<file path="src/rtl/issue_queue_if.sv">
// Fetch-side push handshake and issue-side head pair of the instruction-pair queue.
// master = fetch/issue environment, slave = the queue.
`ifndef INST_WIDTH
`define INST_WIDTH 32
`endif
`ifndef ADDR_WIDTH
`define ADDR_WIDTH 32
`endif
`ifndef INSTRUCTION_ID_WIDTH
`define INSTRUCTION_ID_WIDTH 8
`endif

interface issue_queue_if #(
  parameter int INST_W = `INST_WIDTH,
  parameter int ADDR_W = `ADDR_WIDTH,
  parameter int ID_W   = `INSTRUCTION_ID_WIDTH
);
  logic              push_vld;
  logic              push_rdy;
  logic [INST_W-1:0] push_inst0;
  logic [INST_W-1:0] push_inst1;
  logic [ADDR_W-1:0] push_pc0;
  logic [ADDR_W-1:0] push_pc1;
  logic [ID_W-1:0]   push_id0;
  logic [ID_W-1:0]   push_id1;

  logic              issue_stall;
  logic [INST_W-1:0] head_inst0;
  logic [INST_W-1:0] head_inst1;
  logic [ADDR_W-1:0] head_pc0;
  logic [ADDR_W-1:0] head_pc1;
  logic [ID_W-1:0]   head_id0;
  logic [ID_W-1:0]   head_id1;

  modport master (
    output push_vld, push_inst0, push_inst1, push_pc0, push_pc1, push_id0, push_id1,
    output issue_stall,
    input  push_rdy,
    input  head_inst0, head_inst1, head_pc0, head_pc1, head_id0, head_id1
  );

  modport slave (
    input  push_vld, push_inst0, push_inst1, push_pc0, push_pc1, push_id0, push_id1,
    input  issue_stall,
    output push_rdy,
    output head_inst0, head_inst1, head_pc0, head_pc1, head_id0, head_id1
  );
endinterface

</file>
<file path="src/rtl/issue_queue.sv">
// Pair-wide circular instruction queue between IF/ID and the dual-issue stage,
// with flush and a saturating count of issue-stall cycles.
`ifndef INST_WIDTH
`define INST_WIDTH 32
`endif
`ifndef ADDR_WIDTH
`define ADDR_WIDTH 32
`endif
`ifndef INSTRUCTION_ID_WIDTH
`define INSTRUCTION_ID_WIDTH 8
`endif

module issue_queue #(
  parameter int DEPTH  = 4,
  parameter int INST_W = `INST_WIDTH,
  parameter int ADDR_W = `ADDR_WIDTH,
  parameter int ID_W   = `INSTRUCTION_ID_WIDTH
) (
  input  logic                     clk,
  input  logic                     rst_n,
  input  logic                     flush,
  issue_queue_if.slave             iq,
  output logic [$clog2(DEPTH):0]   count,
  output logic [15:0]              stall_cycles
);
  localparam int PTR_W = $clog2(DEPTH);
  localparam int CNT_W = PTR_W + 1;
  localparam logic [CNT_W-1:0] FULL_CNT = CNT_W'(DEPTH);

  logic [INST_W-1:0] inst0_mem [DEPTH];
  logic [INST_W-1:0] inst1_mem [DEPTH];
  logic [ADDR_W-1:0] pc0_mem   [DEPTH];
  logic [ADDR_W-1:0] pc1_mem   [DEPTH];
  logic [ID_W-1:0]   id0_mem   [DEPTH];
  logic [ID_W-1:0]   id1_mem   [DEPTH];

  logic [PTR_W-1:0] wr_ptr_reg, wr_ptr_next;
  logic [PTR_W-1:0] rd_ptr_reg, rd_ptr_next;
  logic [CNT_W-1:0] count_reg, count_next;
  logic [15:0]      stall_cnt_reg, stall_cnt_next;

  logic not_empty;
  logic push_fire;
  logic pop_fire;

  // Ready looks only at the registered count: a same-cycle pop never frees a slot early.
  assign not_empty   = (count_reg != '0);
  assign iq.push_rdy = (count_reg != FULL_CNT) && !flush;
  assign push_fire   = iq.push_vld && iq.push_rdy;
  assign pop_fire    = not_empty && !iq.issue_stall && !flush;

  always_comb begin
    wr_ptr_next    = wr_ptr_reg;
    rd_ptr_next    = rd_ptr_reg;
    count_next     = count_reg;
    stall_cnt_next = stall_cnt_reg;
    if (flush) begin
      wr_ptr_next = '0;
      rd_ptr_next = '0;
      count_next  = '0;
    end else begin
      if (push_fire) wr_ptr_next = wr_ptr_reg + PTR_W'(1);
      if (pop_fire)  rd_ptr_next = rd_ptr_reg + PTR_W'(1);
      unique case ({push_fire, pop_fire})
        2'b10:   count_next = count_reg + CNT_W'(1);
        2'b01:   count_next = count_reg - CNT_W'(1);
        default: count_next = count_reg;
      endcase
    end
    // Stall accounting survives flush; only reset clears it.
    if (iq.issue_stall && !flush && (stall_cnt_reg != 16'hFFFF))
      stall_cnt_next = stall_cnt_reg + 16'd1;
  end

  always_ff @(posedge clk or negedge rst_n) begin
    if (!rst_n) begin
      wr_ptr_reg    <= '0;
      rd_ptr_reg    <= '0;
      count_reg     <= '0;
      stall_cnt_reg <= '0;
    end else begin
      wr_ptr_reg    <= wr_ptr_next;
      rd_ptr_reg    <= rd_ptr_next;
      count_reg     <= count_next;
      stall_cnt_reg <= stall_cnt_next;
    end
  end

  // Entry storage carries no reset; stale contents are masked by count.
  always_ff @(posedge clk) begin
    if (push_fire) begin
      inst0_mem[wr_ptr_reg] <= iq.push_inst0;
      inst1_mem[wr_ptr_reg] <= iq.push_inst1;
      pc0_mem[wr_ptr_reg]   <= iq.push_pc0;
      pc1_mem[wr_ptr_reg]   <= iq.push_pc1;
      id0_mem[wr_ptr_reg]   <= iq.push_id0;
      id1_mem[wr_ptr_reg]   <= iq.push_id1;
    end
  end

  // An empty queue presents an all-zero pair, which issue treats as NOPs.
  assign iq.head_inst0 = not_empty ? inst0_mem[rd_ptr_reg] : '0;
  assign iq.head_inst1 = not_empty ? inst1_mem[rd_ptr_reg] : '0;
  assign iq.head_pc0   = not_empty ? pc0_mem[rd_ptr_reg]   : '0;
  assign iq.head_pc1   = not_empty ? pc1_mem[rd_ptr_reg]   : '0;
  assign iq.head_id0   = not_empty ? id0_mem[rd_ptr_reg]   : '0;
  assign iq.head_id1   = not_empty ? id1_mem[rd_ptr_reg]   : '0;

  assign count        = count_reg;
  assign stall_cycles = stall_cnt_reg;

`ifndef SYNTHESIS
  a_count_bound: assert property (@(posedge clk) disable iff (!rst_n)
    count_reg <= FULL_CNT);
  a_ptr_consistent: assert property (@(posedge clk) disable iff (!rst_n)
    (wr_ptr_reg - rd_ptr_reg) == count_reg[PTR_W-1:0]);
`endif

endmodule

</file>
<file path="src/flat_wrapper.sv">
// flat-port wrapper written by rule: the top's interface ports become plain ports
module issue_queue_flat 
#(
  parameter int DEPTH  = 4,
  parameter int INST_W = `INST_WIDTH,
  parameter int ADDR_W = `ADDR_WIDTH,
  parameter int ID_W   = `INSTRUCTION_ID_WIDTH
)
  (clk, rst_n, flush, count, stall_cycles, iq_push_vld, iq_push_inst0, iq_push_inst1, iq_push_pc0, iq_push_pc1, iq_push_id0, iq_push_id1, iq_issue_stall, iq_push_rdy, iq_head_inst0, iq_head_inst1, iq_head_pc0, iq_head_pc1, iq_head_id0, iq_head_id1);
  issue_queue_if #(.INST_W(INST_W), .ADDR_W(ADDR_W), .ID_W(ID_W)) iq_i ();
  input  logic clk;
  input  logic rst_n;
  input  logic flush;
  output logic [$clog2(DEPTH):0] count;
  output logic [15:0] stall_cycles;
  input wire logic [$bits(iq_i.push_vld)-1:0] iq_push_vld;
  input wire logic [$bits(iq_i.push_inst0)-1:0] iq_push_inst0;
  input wire logic [$bits(iq_i.push_inst1)-1:0] iq_push_inst1;
  input wire logic [$bits(iq_i.push_pc0)-1:0] iq_push_pc0;
  input wire logic [$bits(iq_i.push_pc1)-1:0] iq_push_pc1;
  input wire logic [$bits(iq_i.push_id0)-1:0] iq_push_id0;
  input wire logic [$bits(iq_i.push_id1)-1:0] iq_push_id1;
  input wire logic [$bits(iq_i.issue_stall)-1:0] iq_issue_stall;
  output wire logic [$bits(iq_i.push_rdy)-1:0] iq_push_rdy;
  output wire logic [$bits(iq_i.head_inst0)-1:0] iq_head_inst0;
  output wire logic [$bits(iq_i.head_inst1)-1:0] iq_head_inst1;
  output wire logic [$bits(iq_i.head_pc0)-1:0] iq_head_pc0;
  output wire logic [$bits(iq_i.head_pc1)-1:0] iq_head_pc1;
  output wire logic [$bits(iq_i.head_id0)-1:0] iq_head_id0;
  output wire logic [$bits(iq_i.head_id1)-1:0] iq_head_id1;
  assign iq_i.push_vld = iq_push_vld;
  assign iq_i.push_inst0 = iq_push_inst0;
  assign iq_i.push_inst1 = iq_push_inst1;
  assign iq_i.push_pc0 = iq_push_pc0;
  assign iq_i.push_pc1 = iq_push_pc1;
  assign iq_i.push_id0 = iq_push_id0;
  assign iq_i.push_id1 = iq_push_id1;
  assign iq_i.issue_stall = iq_issue_stall;
  assign iq_push_rdy = iq_i.push_rdy;
  assign iq_head_inst0 = iq_i.head_inst0;
  assign iq_head_inst1 = iq_i.head_inst1;
  assign iq_head_pc0 = iq_i.head_pc0;
  assign iq_head_pc1 = iq_i.head_pc1;
  assign iq_head_id0 = iq_i.head_id0;
  assign iq_head_id1 = iq_i.head_id1;
  issue_queue #(.DEPTH(DEPTH), .INST_W(INST_W), .ADDR_W(ADDR_W), .ID_W(ID_W)) u_core (.clk(clk), .rst_n(rst_n), .flush(flush), .iq(iq_i), .count(count), .stall_cycles(stall_cycles));
endmodule
</file>
<file path="config.mk">
export PLATFORM = sky130hd
export DESIGN_NAME = issue_queue_flat
export DESIGN_NICKNAME = d
export VERILOG_FILES = /design/src/rtl/issue_queue_if.sv /design/src/rtl/issue_queue.sv /design/src/flat_wrapper.sv
export SDC_FILE = /design/constraint.sdc
export NUM_CORES = 1
export LEC_CHECK = 0
export CORE_MARGIN = 4
export CORE_UTILIZATION = 40
export DETAILED_ROUTE_END_ITERATION = 7
export SYNTH_ARGS = -nofsm -noshare
export SYNTH_HDL_FRONTEND = slang
export SYNTH_SLANG_ARGS = --single-unit
</file>
<file path="constraint.sdc">
create_clock -name clk -period 9.6 [get_ports clk]
set_input_delay 2.4 -clock clk [delete_from_list [all_inputs] [get_ports clk]]
set_output_delay 2.4 -clock clk [all_outputs]
set_load 0.1 [all_outputs]
</file>
==> flow_summary.ini <==
[placement]
dpl-instance-area_sq_mm = 0.0270
io_buffers = 312
hpwl_um = 26800
place.gp.congestion = 0.735

[cts]
cts_tree = yes
clkTransAtPathRegs_ns = 0.06
clk_path_buf_depth = 3
h-tree-depth = 3
cts-resized-gates = 0
cts_buffers = 66
cts-root-buf = clkbuf_16
post-cts-setup-buffers = 0
clock_sinks = 599
clkLatencyLatePin_ns = 0.58
cts_hold_buf = 0

[logic_synthesis]
yosysWarnings = 0
synth-seq-cells = 599
synthMuxAreaShare_pct = 14.5
yosysTopAreaCell = edfxtp_1
synth-xor-area-share_pct = 0.610
synth_flop_cell = edfxtp_1
async_reset_ff_share_pct = 3.84
synth_top_area_share_pct = 75.3
synth_simple_gate_area_share_pct = 5.60
yosys-top-cells-area = edfxtp_1 (75%), mux4_2 (14%), nor2b_1 (4.0%)
syn_area_sq_mm = 0.0230
yosysSeqAreaShare_pct = 77.8
yosys.area_share.adder_pct = 0.360
yosysUniqueCellTypes = 37
synth_top_family_by_area = multiplexers
synth_edf_count = 576
avgSynthCellArea_sq_um = 22.2
syn-num-nets = 1187
synth_compound_area_share_pct = 0.0872
syn-instance-count = 1032

[timing]
final_hold_viol_count = 0
setup_tns_ns = 0
fin_crit_ns = 6.82
fmax_ghz = 0.147
report.final.setup_viol = 0
slew_violations = 0
worst_pin_slew_ns = 1.17
rsz0062_at_grt = no
slew_headroom_pct = 21.5
skew_ns = 0.0103
fin_crit_sh_pct = 71.1

[floorplan]
start_util_pct = 40.6
dieArea_sq_mm = 0.0613
row_count = 87
die_h_um = 248
die_w_um = 248
core_area_sq_mm = 0.0566
ios = 313

[global_routing]
grt_usage_pct = 15.9
first_global_vias = 11900
grt_max_degree = 145
grt-ovfl-total = 0
antenna_found_initial = 8
grt_pass1_wl_um = 73200

[hold_path]
hold_path_class = reg2reg

[cells_and_area]
fin_nets = 1528
layout-drive-gt1-share_pct = 18.1
areaGrowthSynthToFinish_pct = 26.4
final_cell_area_sq_mm = 0.0290

[routing]
drt_iter0_markers = 671
drc = 0
drt.antenna.violating_nets = 0
vias = 11000
first_pass_iters = 5
via_per_inst = 5.05
routed_wl_um = 48500
routedWlPerCell_um = 22.3

[worst_setup_path]
path_class = in2out
worst_setup_path_start_kind = primary input
cp_max_fo = 16
cp-end-kind = primary output
cp_data_required_time_ns = 7.20
arrival_ns = 4.42

[job]
drv_cap = 0

[run_status]
run_status = complete, no violations
[Yosys cell counts, types with 2 or more instances]
| library cell | n |
|---|---|
| nor3_1 | 4 |
| buf_4 | 4 |
| mux4_2 | 144 |
| nand2b_1 | 2 |
| nor2b_1 | 146 |
| inv_1 | 4 |
| nand4_1 | 3 |
| mux2i_1 | 3 |
| xnor2_1 | 8 |
| nand4b_1 | 2 |
| and2_1 | 5 |
| buf_2 | 20 |
| nand2_1 | 6 |
| nor3b_1 | 4 |
| ha_1 | 5 |
| mux2_1 | 3 |
| nand3_1 | 5 |
| nor3_2 | 2 |
| edfxtp_1 | 576 |
| clkbuf_1 | 17 |
| nor2_1 | 13 |
| xor2_1 | 8 |
| dfrtp_1 | 23 |
| nor4_1 | 4 |
| buf_1 | 9 |
[critical path: stages]
cell             delay [ns]
clkdlybuf4s50_1        0.68
nor2_1                 0.20
clkdlybuf4s50_1        1.15
[kinds of logic after synthesis]
group	after synthesis
AO/OA/AOI/OAI	3
XOR/XNOR	16
adder cells (fa/ha/maj)	6
buffers and inverters	54
flip-flops	599
multiplexers	151
AND/OR/NAND/NOR	203
[cell type report]
class / count / area, sq um
Fill cell: 4569 / 27600
Sequential cell: 599 / 17900
Multi-Input combinational cell: 379 / 4860
Timing Repair Buffer: 323 / 3270
Clock buffer: 86 / 1790
Tap cell: 756 / 946
Clock inverter: 31 / 255
Inverter: 4 / 15.0
Antenna cell: 1 / 2.50
[worst paths after layout]
check                                        from                       to  slack (ns)  cells after the start
max                                         flush              iq_push_rdy        2.78                      3
min                        u_core.stall_cycles[0]   u_core.stall_cycles[0]        0.53                      1
max reg2reg                       u_core.count[2]  u_core.inst1_mem[3][16]        6.22                      4
min reg2reg                u_core.stall_cycles[0]   u_core.stall_cycles[0]        0.53                      1
max in group asynchronous                   rst_n     u_core.rd_ptr_reg[1]        6.38                      1
min in group asynchronous                   rst_n     u_core.wr_ptr_reg[1]        2.43                      1
[through the flow]
stage | instances | hold slack, ns | utilization, % | setup WS [ns]
after detailed placement | 2061 | 0.524 | 47.6 | 2.76
after floorplan | 1032 | 0.555 | - | 2.93
after global placement | 2061 | 0.517 | 47.6 | 2.75
final | 2179 | 0.534 | 51.3 | 2.78
after global routing | 2178 | 0.558 | 51.3 | 2.71
after CTS | 2178 | 0.536 | 51.3 | 2.76
[layer usage]
metal | share of wire (%) | up-vias | global-route usage [%]
met5 | 0.21 | - | 0
met4 | 1.4 | 16 | 4.66
met3 | 7.9 | 62 | 5.46
met2 | 50 | 270 | 26.0
met1 | 41 | 5759 | 20.2
li1 | - | 4890 | -
[cell usage in the layout, fill, tap and decap left out, types with 4 or more instances in the layout]
| cell | instances |
|---|---|
| xnor2_1 | 8 |
| xor2_1 | 8 |
| clkinv_2 | 10 |
| nand3_1 | 5 |
| nor2b_1 | 146 |
| nor3_1 | 4 |
| mux4_2 | 144 |
| clkbuf_1 | 17 |
| buf_4 | 6 |
| bufinv_16 | 4 |
| nor3b_1 | 4 |
| clkbuf_16 | 69 |
| clkinv_1 | 12 |
| and2_4 | 4 |
| edfxtp_1 | 576 |
| buf_12 | 5 |
| nor2_1 | 13 |
| ha_1 | 5 |
| dfrtp_1 | 21 |
| inv_1 | 4 |
| nor4_1 | 4 |
| clkdlybuf4s50_1 | 312 |
| nand2_1 | 6 |
Power is left out: the tool's default activity adds up to more than one toggle a clock period on the data nets, which glitch-free logic cannot reach.
